==> src/rtl/farm_sensor_conditioner.sv <==
// Farm-road sensor front end: synchronise, debounce, qualify presence, then latch a
// request that is held until the controller reports farm green.
module farm_sensor_conditioner #(
    parameter int SYNC_STAGES     = 2,
    parameter int DEBOUNCE_CYCLES = 5000000,
    parameter int PRESENCE_CYCLES = 100000000,
    parameter int CNT_WIDTH       = 31
) (
    input  logic       Clk,
    input  logic       Rst,
    input  logic       sensorRaw,
    input  logic       farmGreen,
    output logic       farmRequest,
    output logic       sensorClean,
    output logic [1:0] state
);

    typedef enum logic [1:0] {IDLE = 2'd0, PRESENT = 2'd1, REQUEST = 2'd2, SERVED = 2'd3} state_t;

    localparam logic [CNT_WIDTH-1:0] DB_LAST   = CNT_WIDTH'(DEBOUNCE_CYCLES - 1);
    localparam logic [CNT_WIDTH-1:0] PRES_LAST = CNT_WIDTH'(PRESENCE_CYCLES - 1);

    logic [SYNC_STAGES-1:0] syncChain;
    logic                   sensorSync;
    logic [CNT_WIDTH-1:0]   dbCnt;
    logic [CNT_WIDTH-1:0]   presCnt, presCntNext;
    state_t                 stateReg, stateNext;

    assign sensorSync = syncChain[SYNC_STAGES-1];
    assign state      = stateReg;

    always_ff @(posedge Clk or negedge Rst) begin
        if (!Rst) begin
            syncChain <= '0;
        end else begin
            syncChain <= {syncChain[SYNC_STAGES-2:0], sensorRaw};
        end
    end

    // Counter restarts whenever the synced level agrees with the clean one, so any
    // disagreement shorter than DEBOUNCE_CYCLES never reaches sensorClean.
    always_ff @(posedge Clk or negedge Rst) begin
        if (!Rst) begin
            sensorClean <= 1'b0;
            dbCnt       <= '0;
        end else if (sensorSync == sensorClean) begin
            dbCnt <= '0;
        end else if (dbCnt == DB_LAST) begin
            sensorClean <= sensorSync;
            dbCnt       <= '0;
        end else begin
            dbCnt <= dbCnt + 1'b1;
        end
    end

    always_ff @(posedge Clk or negedge Rst) begin
        if (!Rst) begin
            stateReg    <= IDLE;
            presCnt     <= '0;
            farmRequest <= 1'b0;
        end else begin
            stateReg    <= stateNext;
            presCnt     <= presCntNext;
            farmRequest <= (stateNext == REQUEST);
        end
    end

    always_comb begin
        stateNext   = stateReg;
        presCntNext = '0;
        case (stateReg)
            IDLE: begin
                if (sensorClean) stateNext = PRESENT;
            end
            PRESENT: begin
                // A falling sensor beats qualification on the same cycle.
                if (!sensorClean) begin
                    stateNext = IDLE;
                end else if (presCnt == PRES_LAST) begin
                    stateNext = REQUEST;
                end else begin
                    presCntNext = presCnt + 1'b1;
                end
            end
            REQUEST: begin
                if (farmGreen) stateNext = SERVED;
            end
            SERVED: begin
                if (!sensorClean && !farmGreen) stateNext = IDLE;
            end
            default: stateNext = IDLE;
        endcase
    end

endmodule

==> config.mk <==
export PLATFORM = sky130hd
export DESIGN_NAME = farm_sensor_conditioner
export DESIGN_NICKNAME = d
export VERILOG_FILES = /design/src/rtl/farm_sensor_conditioner.sv
export SDC_FILE = /design/constraint.sdc
export NUM_CORES = 1
export LEC_CHECK = 0
export BUFFER_PORTS_ARGS = -buffer_cell sky130_fd_sc_hd__buf_2
export CAP_MARGIN = 25
export CORE_ASPECT_RATIO = 1.1
export CORE_MARGIN = 2
export CORE_UTILIZATION = 62
export DETAILED_ROUTE_END_ITERATION = 16
export GPL_TIMING_DRIVEN = 0
export MAX_ROUTING_LAYER = met4
export PLACE_DENSITY = 0.82
export SLEW_MARGIN = 40
export SYNTH_ARGS = -nofsm -noshare
export SYNTH_HDL_FRONTEND = slang
export SYNTH_SLANG_ARGS = --single-unit
==> constraint.sdc <==
create_clock -name Clk -period 2.13 [get_ports Clk]
set_input_delay 0.213 -clock Clk [delete_from_list [all_inputs] [get_ports Clk]]
set_output_delay 0.213 -clock Clk [all_outputs]
set_load 0.01 [all_outputs]
* Word level (Yosys, flattened, before mapping)
Cells that the tools add are included.
** Cells by class
- Divide/modulo/power cells :: 0
- Equality and inequality tests :: 7
- Order comparisons :: 0
- Add/subtract/negate cells :: 2
- Reductions and logical operators :: 5
- Bitwise logic cells :: 1
- Mux-type cells :: 11
- Shift operators :: 0
- Multipliers :: 0
** Operators with widths (number)
- 31-bit two-way mux :: 5
- 31-bit by 1-bit adder with 31-bit output, second input constant :: 2
- 31-bit by 23-bit equality test with 1-bit output, second input constant :: 1
- 31-bit by 27-bit equality test with 1-bit output, second input constant :: 1
- 2-bit two-way mux :: 5
- 2-bit one-hot mux with 4 select lines :: 1
- 2-bit equality test, second input constant :: 3
- 2-bit by 1-bit equality test with 1-bit output, second input constant :: 1
- 1-bit zero test :: 2
- 2-bit zero test :: 1
- 2-bit AND reduction :: 1
- 1-bit equality test :: 1
- 1-bit logical AND :: 1
- 1-bit NOT :: 1
** Word-level totals
- Memories kept :: 0
- Register bits after elaboration :: 68
- ROM bits :: 0
- Word-level logic and storage cells :: 32
- Output and inout bits :: 4
- Latch bits :: 0
- Input bits :: 4
- Bits in writable memories :: 0

* Longest topological paths before layout
Gate-level depths: netlist of run 1.
- Depth after elaboration :: 5
- Depth in mapped cells :: 7
- Depth with buffers taken out :: 5

* Worst setup path after synthesis of run 1
OpenSTA, ideal clock, no wires.
- Path type :: register to register
- Start :: register presCnt[0]
- End :: register presCnt[28]
- Library setup time :: 94 ps
- Path slack :: 356 ps
- Arrival time :: 1680 ps
- Buffers on the path :: 1
- Required time :: 2036 ps
- Stages on the path, launching flop included :: 7
- Period minus slack after synthesis :: 1774 ps
- Cell sequence :: dfrtp_1 ha_1 and3_1 buf_2 nand2_2 or4_1 a211oi_1
** Between the ends
- Longest elaborated chain between the ends :: 4
- Elaborated cells between the ends (all ways) :: 5
- Classes of those cells :: add/sub: 1; eq/ne: 1; mux: 3
** RTL lines
- start, declared :: RTL line 26 : logic [CNT_WIDTH-1:0] presCnt, presCntNext;
- start signal, assigned :: RTL line 63 : presCnt <= presCntNext;
- 31-bit by 1-bit adder with 31-bit output or 31-bit by 27-bit equality test with 1-bit output (tied branches) :: RTL line 82, 79
- 31-bit two-way mux * :: RTL line 79 : end else if (presCnt == PRES_LAST) begin
- 31-bit two-way mux * :: RTL line 77 : if (!sensorClean) begin
- 31-bit two-way mux * :: RTL line 71 : case (stateReg)
- named net presCntNext[28] :: RTL line 26
The timed path passes the listed nets; every way through them passes the cells marked *.
A chain may end at the register's enable or synchronous reset.

* Final worst setup path of run 1
Ends and elaborated chain as after synthesis.

==> flow_summary_export.csv, run 1 <==
group,metric,value,unit
status,status,"completed",
route,via_per_inst,6.506,
setup_path,cp_num_cells,6,
synth,yosysTopAreaCellShare,0.4564,
setup_path,reg2reg_slack,150,ps
sta,fin_tns_setup,0,ps
route,drc_errors,0,
clock_tree,numCtsBuffers,9,
global_routing,grt.overflow.total,0,
worst_hold_path,min_path_type,"in -> reg",
die,initial_core_util,0.6422,
finish,nFillCells,448,
finish,antennaDiodeCount,0,
job,max_cap_viol_count,0,
global_routing,grt_max_degree,45,
setup_path,cp_cell_sequence,"ha_1 > and3_1 > buf_2 > nand2_4 > or4_1 > a211oi_1",
route,firstDrtPassIters,4,
setup_path,setup.worst_path.end_class,"register",
power_and_ir_drop,finalPower,2281,uW
synth,synth-async-reset-ratio,1.000,
synth,syn_nets,390,
synth,synth_edf_count,0,
global_routing,grt_pass1_vias,3069,
route,wl_per_cell,17.69,microns
global_routing,antenna_found_initial,0,
die,dieHeight,85.34,microns
setup_path,r2r_cells,6,
synth,synthTopCellsByCount,"68 x dfrtp_1, 28 x a211oi_1, 27 x nand3_1",
synth,ys_seq_elements,68,
clock_tree,htreeDepth,3,
finish,design_area,0.004105,sq mm
setup_path,critPathBufInv,1,
worst_hold_path,min_from,"farmGreen",
power_and_ir_drop,irDropWorstVdd,0.0004303,V
placed_design,gp_congestion,0.9526,
setup_path,cp-start-kind,"register",
synth,syn-cell-area,0.003729,sq mm
finish,layout.nets,410,
sta,postLayoutSetupSlackWorst,145.8,ps
sta,max_freq,504.0,MHz
clock_tree,cts_buffer_depth,2,
placed_design,dpl_cell_area,0.003882,sq mm
clock_tree,cts_tree,"done",
synth,synth_flop_cell,"dfrtp_1",
sta,setup_viol,0,
sta,hold_viol,0,
setup_path,cp_slowest_stage_delay,530,ps
die,ios,8,
route,drt-initial-drc-count,211,
finish,area_growth_syn_to_layout,10.10,%
worst_hold_path,min_to,"state[1]",
setup_path,timing.critical_path.slowest_stage_cell,"or4_1",
sta,drv_slew,0,
clock_tree,cts_setup_buffers,0,
synth,ys_seq_area_frac,0.4564,
setup_path,cp.arrival,2230,ps
clock_tree,cts_sinks,68,
clock_tree,cts_root_buf,"clkbuf_8",
sta,worst_pin_slew,604.5,ps
global_routing,grt_pass1_wl,14560,microns
placed_design,numPortBuffers,7,
die,coreArea,0.005806,sq mm
placed_design,dpl.hpwl,5791,microns
die,row_count,29,
power_and_ir_drop,leakage,0.001587,uW
clock_tree,path_clk_slew,70,ps
power_and_ir_drop,pwr_density_cell,555.7,mW/mm^2
synth,yosysTopAreaCell,"dfrtp_1",
sta,period_share,0.9316,
setup_path,cp_top_family,"simple AND/OR/NAND/NOR gates",
die,dieArea,0.006651,sq mm
global_routing,grt_use_total,0.2874,
route,vias,3149,
route,antenna_left,0,
sta,finClkSkew,8.461,ps
placed_design,preCtsSetupSlack,-196.0,ps
synth,avgSynthCellArea,9.710,sq um
synth,postSynthCellCount,384,
setup_path,crit_type,"reg -> reg",
clock_tree,clock_latency,340,ps
sta,min_period,1984,ps
worst_hold_path,hold_depth,4,
setup_path,regToRegEndpoint,"presCnt[28]",
synth,yosysWarnings,0,
setup_path,r2r-start,"presCnt[0]",
sta,relSlewSlack,0.5970,
setup_path,cp_max_fo,10,
finish,layout-drive-gt1-share,0.1327,
die,dieWidth,77.94,microns
synth,synth_cell_types,48,
setup_path,cp.required,2370,ps
finish,utilization,0.7071,
route,totalWireLength,8560,microns
synth,synthMostInstantiatedCell,"dfrtp_1",
synth,ys_top_cells_by_area,"dfrtp_1 46%, a211oi_1 5.6%, nand3_1 3.6%",
[placed cells by master (no fill, tap or decap), drive strengths merged, types with 2 or more instances in the layout]
cell,instances
dfrtp,68
a211oi,29
nand3,27
nand2,22
buf,22
clkbuf,21
nand4,20
o21ai,18
nor3,18
or3,16
or4,16
o31ai,15
xor2,15
and4,13
nor2,12
and3,9
a21oi,9
inv,8
xnor2,5
and2,4
nor4,4
nor4b,4
nand2b,3
a31oi,3
o211ai,3
clkinv,3
mux2i,2
nor3b,2
o21a,2
ha,2
dlygate4sd3,2
[layer usage]
layer	wire (microns)	vias up	global-route usage
met3	282	20	0.04362
li1	-	1527	-
met5	0	-	-
met1	3648	1532	0.3394
met4	193	0	0.1244
met2	4436	70	0.4890
[area by class of cell]
cell class,count,area (sq um),share of cell area
flip-flops and latches,68,1702,0.4145
well taps,77,96.34,0.02347
plain buffers,24,127.6,0.03109
clock buffers,11,141.4,0.03444
inverters,8,30.03,0.007315
clock inverters,3,15.01,0.003657
multi-input cells,283,1916,0.4666
repair buffers,10,77.57,0.01890
[worst max-delay path by stage]
stage | start | to | slack, ps
3_5_place_dp | dbCnt[25] | dbCnt[9] | -200
3_3_place_gp | dbCnt[25] | dbCnt[14] | -160
5_1_grt | presCnt[0] | presCnt[28] | -6
4_1_cts | presCnt[9] | state[0] | 30
2_1_floorplan | presCnt[0] | presCnt[28] | 360
6_report | presCnt[0] | presCnt[28] | 150
[tightest hold or removal path, delay by kind of cell]
| kind | cells | cell delay, ps |
|---|---|---|
| simple gates | 1 | 100 |
| compound gates | 2 | 170 |
| buf+inv | 1 | 100 |
[sequential cells by signal, indices dropped and copies added (netlist names)]
signal and cells:
presCnt 31, syncChain 2, dbCnt 31, farmRequest 1
sensorClean 1, state 2
[where the power goes]
| part | total [uW] | internal (uW) | switching (uW) | leakage (uW) |
|---|---|---|---|---|
| clock network | 914 | 436 | 478 | 0.0000848 |
| logic | 65.6 | 18.3 | 47.3 | 0.000558 |
| registers | 1300 | 1300 | 4.71 | 0.000943 |
[stage by stage]
stage,hold WS (ps),instances
5_1_grt,309.7,484
2_1_floorplan,-82.59,384
3_5_place_dp,138.9,469
3_3_place_gp,322.5,468
6_report,281.7,484
4_1_cts,279.9,485
[kinds of logic (layout without fill, tap and decap cells)]
group / count (synthesis) / count (layout) / share of synthesized area
muxes: 3 / 3 / 0.008389
adders and majority gates: 2 / 2 / 0.006710
AOI/OAI and AO/OA: 85 / 85 / 0.1550
and+or+nand+nor: 173 / 173 / 0.2839
DFF: 68 / 68 / 0.4564
xor gates and xnor gates: 20 / 20 / 0.04698
buffers and inverters: 33 / 56 / 0.04262
[timing repair]
item,CTS,global route
endpoints found under the setup margin,21,45
hold buffers,2,0
hold endpoints to repair,25,0
pin swaps,0,0
gates resized for setup,2,11
Note: power is estimated with default switching activity, not from simulation.
==> inputs of run 2 (changes only) <==
==> constraint.sdc (replaced) <==
create_clock -name Clk -period 2 [get_ports Clk]
set_input_delay 0.2 -clock Clk [delete_from_list [all_inputs] [get_ports Clk]]
set_output_delay 0.2 -clock Clk [all_outputs]
set_load 0.01 [all_outputs]
==> run 2 against run 1 <==
Compared with the run above: sequential power rose by 7%; via count rose by 1.8%; first-iteration DRC count fell by 0.47%; register-to-register slack got worse by 60 ps; global-route usage rose by 0.12 points; clock power rose by 6.8%; utilization rose by 1.1 points; fmax rose by 3.5%; final cell count rose by 0.21%; critical endpoint is now presCnt[23]; largest cell class unchanged.
==> flow_summary_export.csv, run 2 (synthesized netlist as in run 1, its figures left out) <==
group,metric,value,unit
worst_hold_path,hold_depth,4,
clock_tree,cts_sinks,68,
finish,antennaDiodeCount,0,
placed_design,dpl_cell_area,0.003882,sq mm
finish,nFillCells,439,
finish,design_area,0.004168,sq mm
die,ios,8,
setup_path,setup.worst_path.end_class,"register",
route,wl_per_cell,17.89,microns
placed_design,dpl.hpwl,5791,microns
global_routing,grt_pass1_vias,3074,
placed_design,gp_congestion,0.9526,
sta,min_period,1917,ps
clock_tree,clock_latency,340,ps
setup_path,cp.arrival,2110,ps
clock_tree,path_clk_slew,70,ps
worst_hold_path,min_path_type,"in -> reg",
die,dieWidth,77.94,microns
power_and_ir_drop,pwr_density_cell,583.8,mW/mm^2
finish,area_growth_syn_to_layout,11.78,%
setup_path,r2r_cells,5,
clock_tree,numCtsBuffers,9,
clock_tree,cts_root_buf,"clkbuf_8",
die,initial_core_util,0.6422,
sta,setup_viol,0,
finish,layout-drive-gt1-share,0.1544,
sta,period_share,0.9583,
sta,finClkSkew,8.885,ps
worst_hold_path,min_from,"farmGreen",
global_routing,grt_pass1_wl,14620,microns
die,row_count,29,
setup_path,startpoint,"presCnt[8]",
die,coreArea,0.005806,sq mm
placed_design,numPortBuffers,7,
placed_design,preCtsSetupSlack,-326.0,ps
finish,mostFrequentLayoutCell,"dfrtp_1",
setup_path,cp.required,2190,ps
die,dieArea,0.006651,sq mm
status,status,"completed",
global_routing,grt.overflow.total,0,
power_and_ir_drop,irDropWorstVdd,0.0004625,V
route,drc_errors,0,
sta,worst_pin_slew,608.8,ps
route,via_per_inst,6.612,
placed_design,dp.cells,469,
setup_path,cp-start-kind,"register",
setup_path,cp_max_fo,10,
setup_path,r2r-start,"presCnt[8]",
sta,hold_viol,0,
setup_path,crit_type,"reg -> reg",
global_routing,grt_use_total,0.2886,
route,antenna_left,0,
sta,drv_slew,0,
global_routing,antenna_found_initial,0,
route,vias,3207,
finish,layout.nets,411,
route,drt-initial-drc-count,210,
sta,postLayoutSetupSlackWorst,83.37,ps
global_routing,grt_max_degree,45,
clock_tree,cts_tree,"done",
clock_tree,htreeDepth,3,
job,max_cap_viol_count,0,
route,firstDrtPassIters,4,
power_and_ir_drop,leakage,0.001604,uW
sta,relSlewSlack,0.5942,
clock_tree,cts_buffer_depth,2,
route,totalWireLength,8679,microns
finish,largestRegisters,"dbCnt (31), presCnt (31)",
sta,max_freq,521.8,MHz
finish,final_cells,485,
die,dieHeight,85.34,microns
finish,final_cell_mix,"66 x dfrtp_1, 26 x a211oi_1, 25 x nand3_1, 20 x nand2_1, 18 x o21ai_0",
## run 2: cell type report
class	instances	area (sq um)	area share
Clock buffer	11	141.4	0.03392
Timing Repair Buffer	11	85.08	0.02041
Sequential cell	68	1704	0.4089
Tap cell	77	96.34	0.02312
Clock inverter	3	15.01	0.003603
Multi-Input combinational cell	283	1962	0.4707
Inverter	8	30.03	0.007205
Buffer	24	133.9	0.03212
## run 2: what timing repair did
| action | CTS | global route |
|---|---|---|
| resized for setup | 10 | 18 |
| setup endpoints to repair | 47 | 44 |
| hold buffers | 2 | 0 |
| buffers inserted | 0 | 1 |
| hold endpoints to repair | 25 | 0 |
| pin swaps | 0 | 1 |
## run 2: stage by stage
step / hold slack (ps) / util / setup TNS (ps) / power (uW)
4_1_cts: 266.9 / 0.7069 / 0 / 2442
5_1_grt: 296.7 / 0.7179 / -57.12 / 2506
6_report: 265.4 / 0.7179 / 0 / 2433
2_1_floorplan: -95.59 / - / 0 / 1436
3_3_place_gp: 309.5 / 0.6649 / -7159 / 1474
3_5_place_dp: 125.9 / 0.6688 / -7564 / 1482
## run 2: worst paths after layout
kind                                      to  slack [ps]
min in group asynchronous          dbCnt[23]         300
worst max-delay path             presCnt[23]          80
worst max register to register   presCnt[23]          80
worst min-delay path                state[1]         270
worst min register to register  syncChain[1]         350
max in group asynchronous         presCnt[4]        1150
## run 2: power breakdown
part           switching, uW  internal, uW  leakage [uW]  total, uW
clock network            512           464     0.0000848        976
registers               5.00          1380      0.000940       1390
logic                   50.5          19.8      0.000580       70.3
total                    568          1870       0.00160       2430
## run 2: per-layer routing
layer,global-route usage,up-vias,share of wire
met4,0.1228,0,0.027
met3,0.04255,20,0.035
li1,-,1536,-
met5,-,-,0
met2,0.4969,77,0.51
met1,0.3376,1574,0.43
## run 2: critical path: stages, from the launching register on
cell and delay, ps:
dfrtp_1 440, nor4_1 370, nand3_2 270, nor3_4 300, buf_2 300, a211oi_1 90
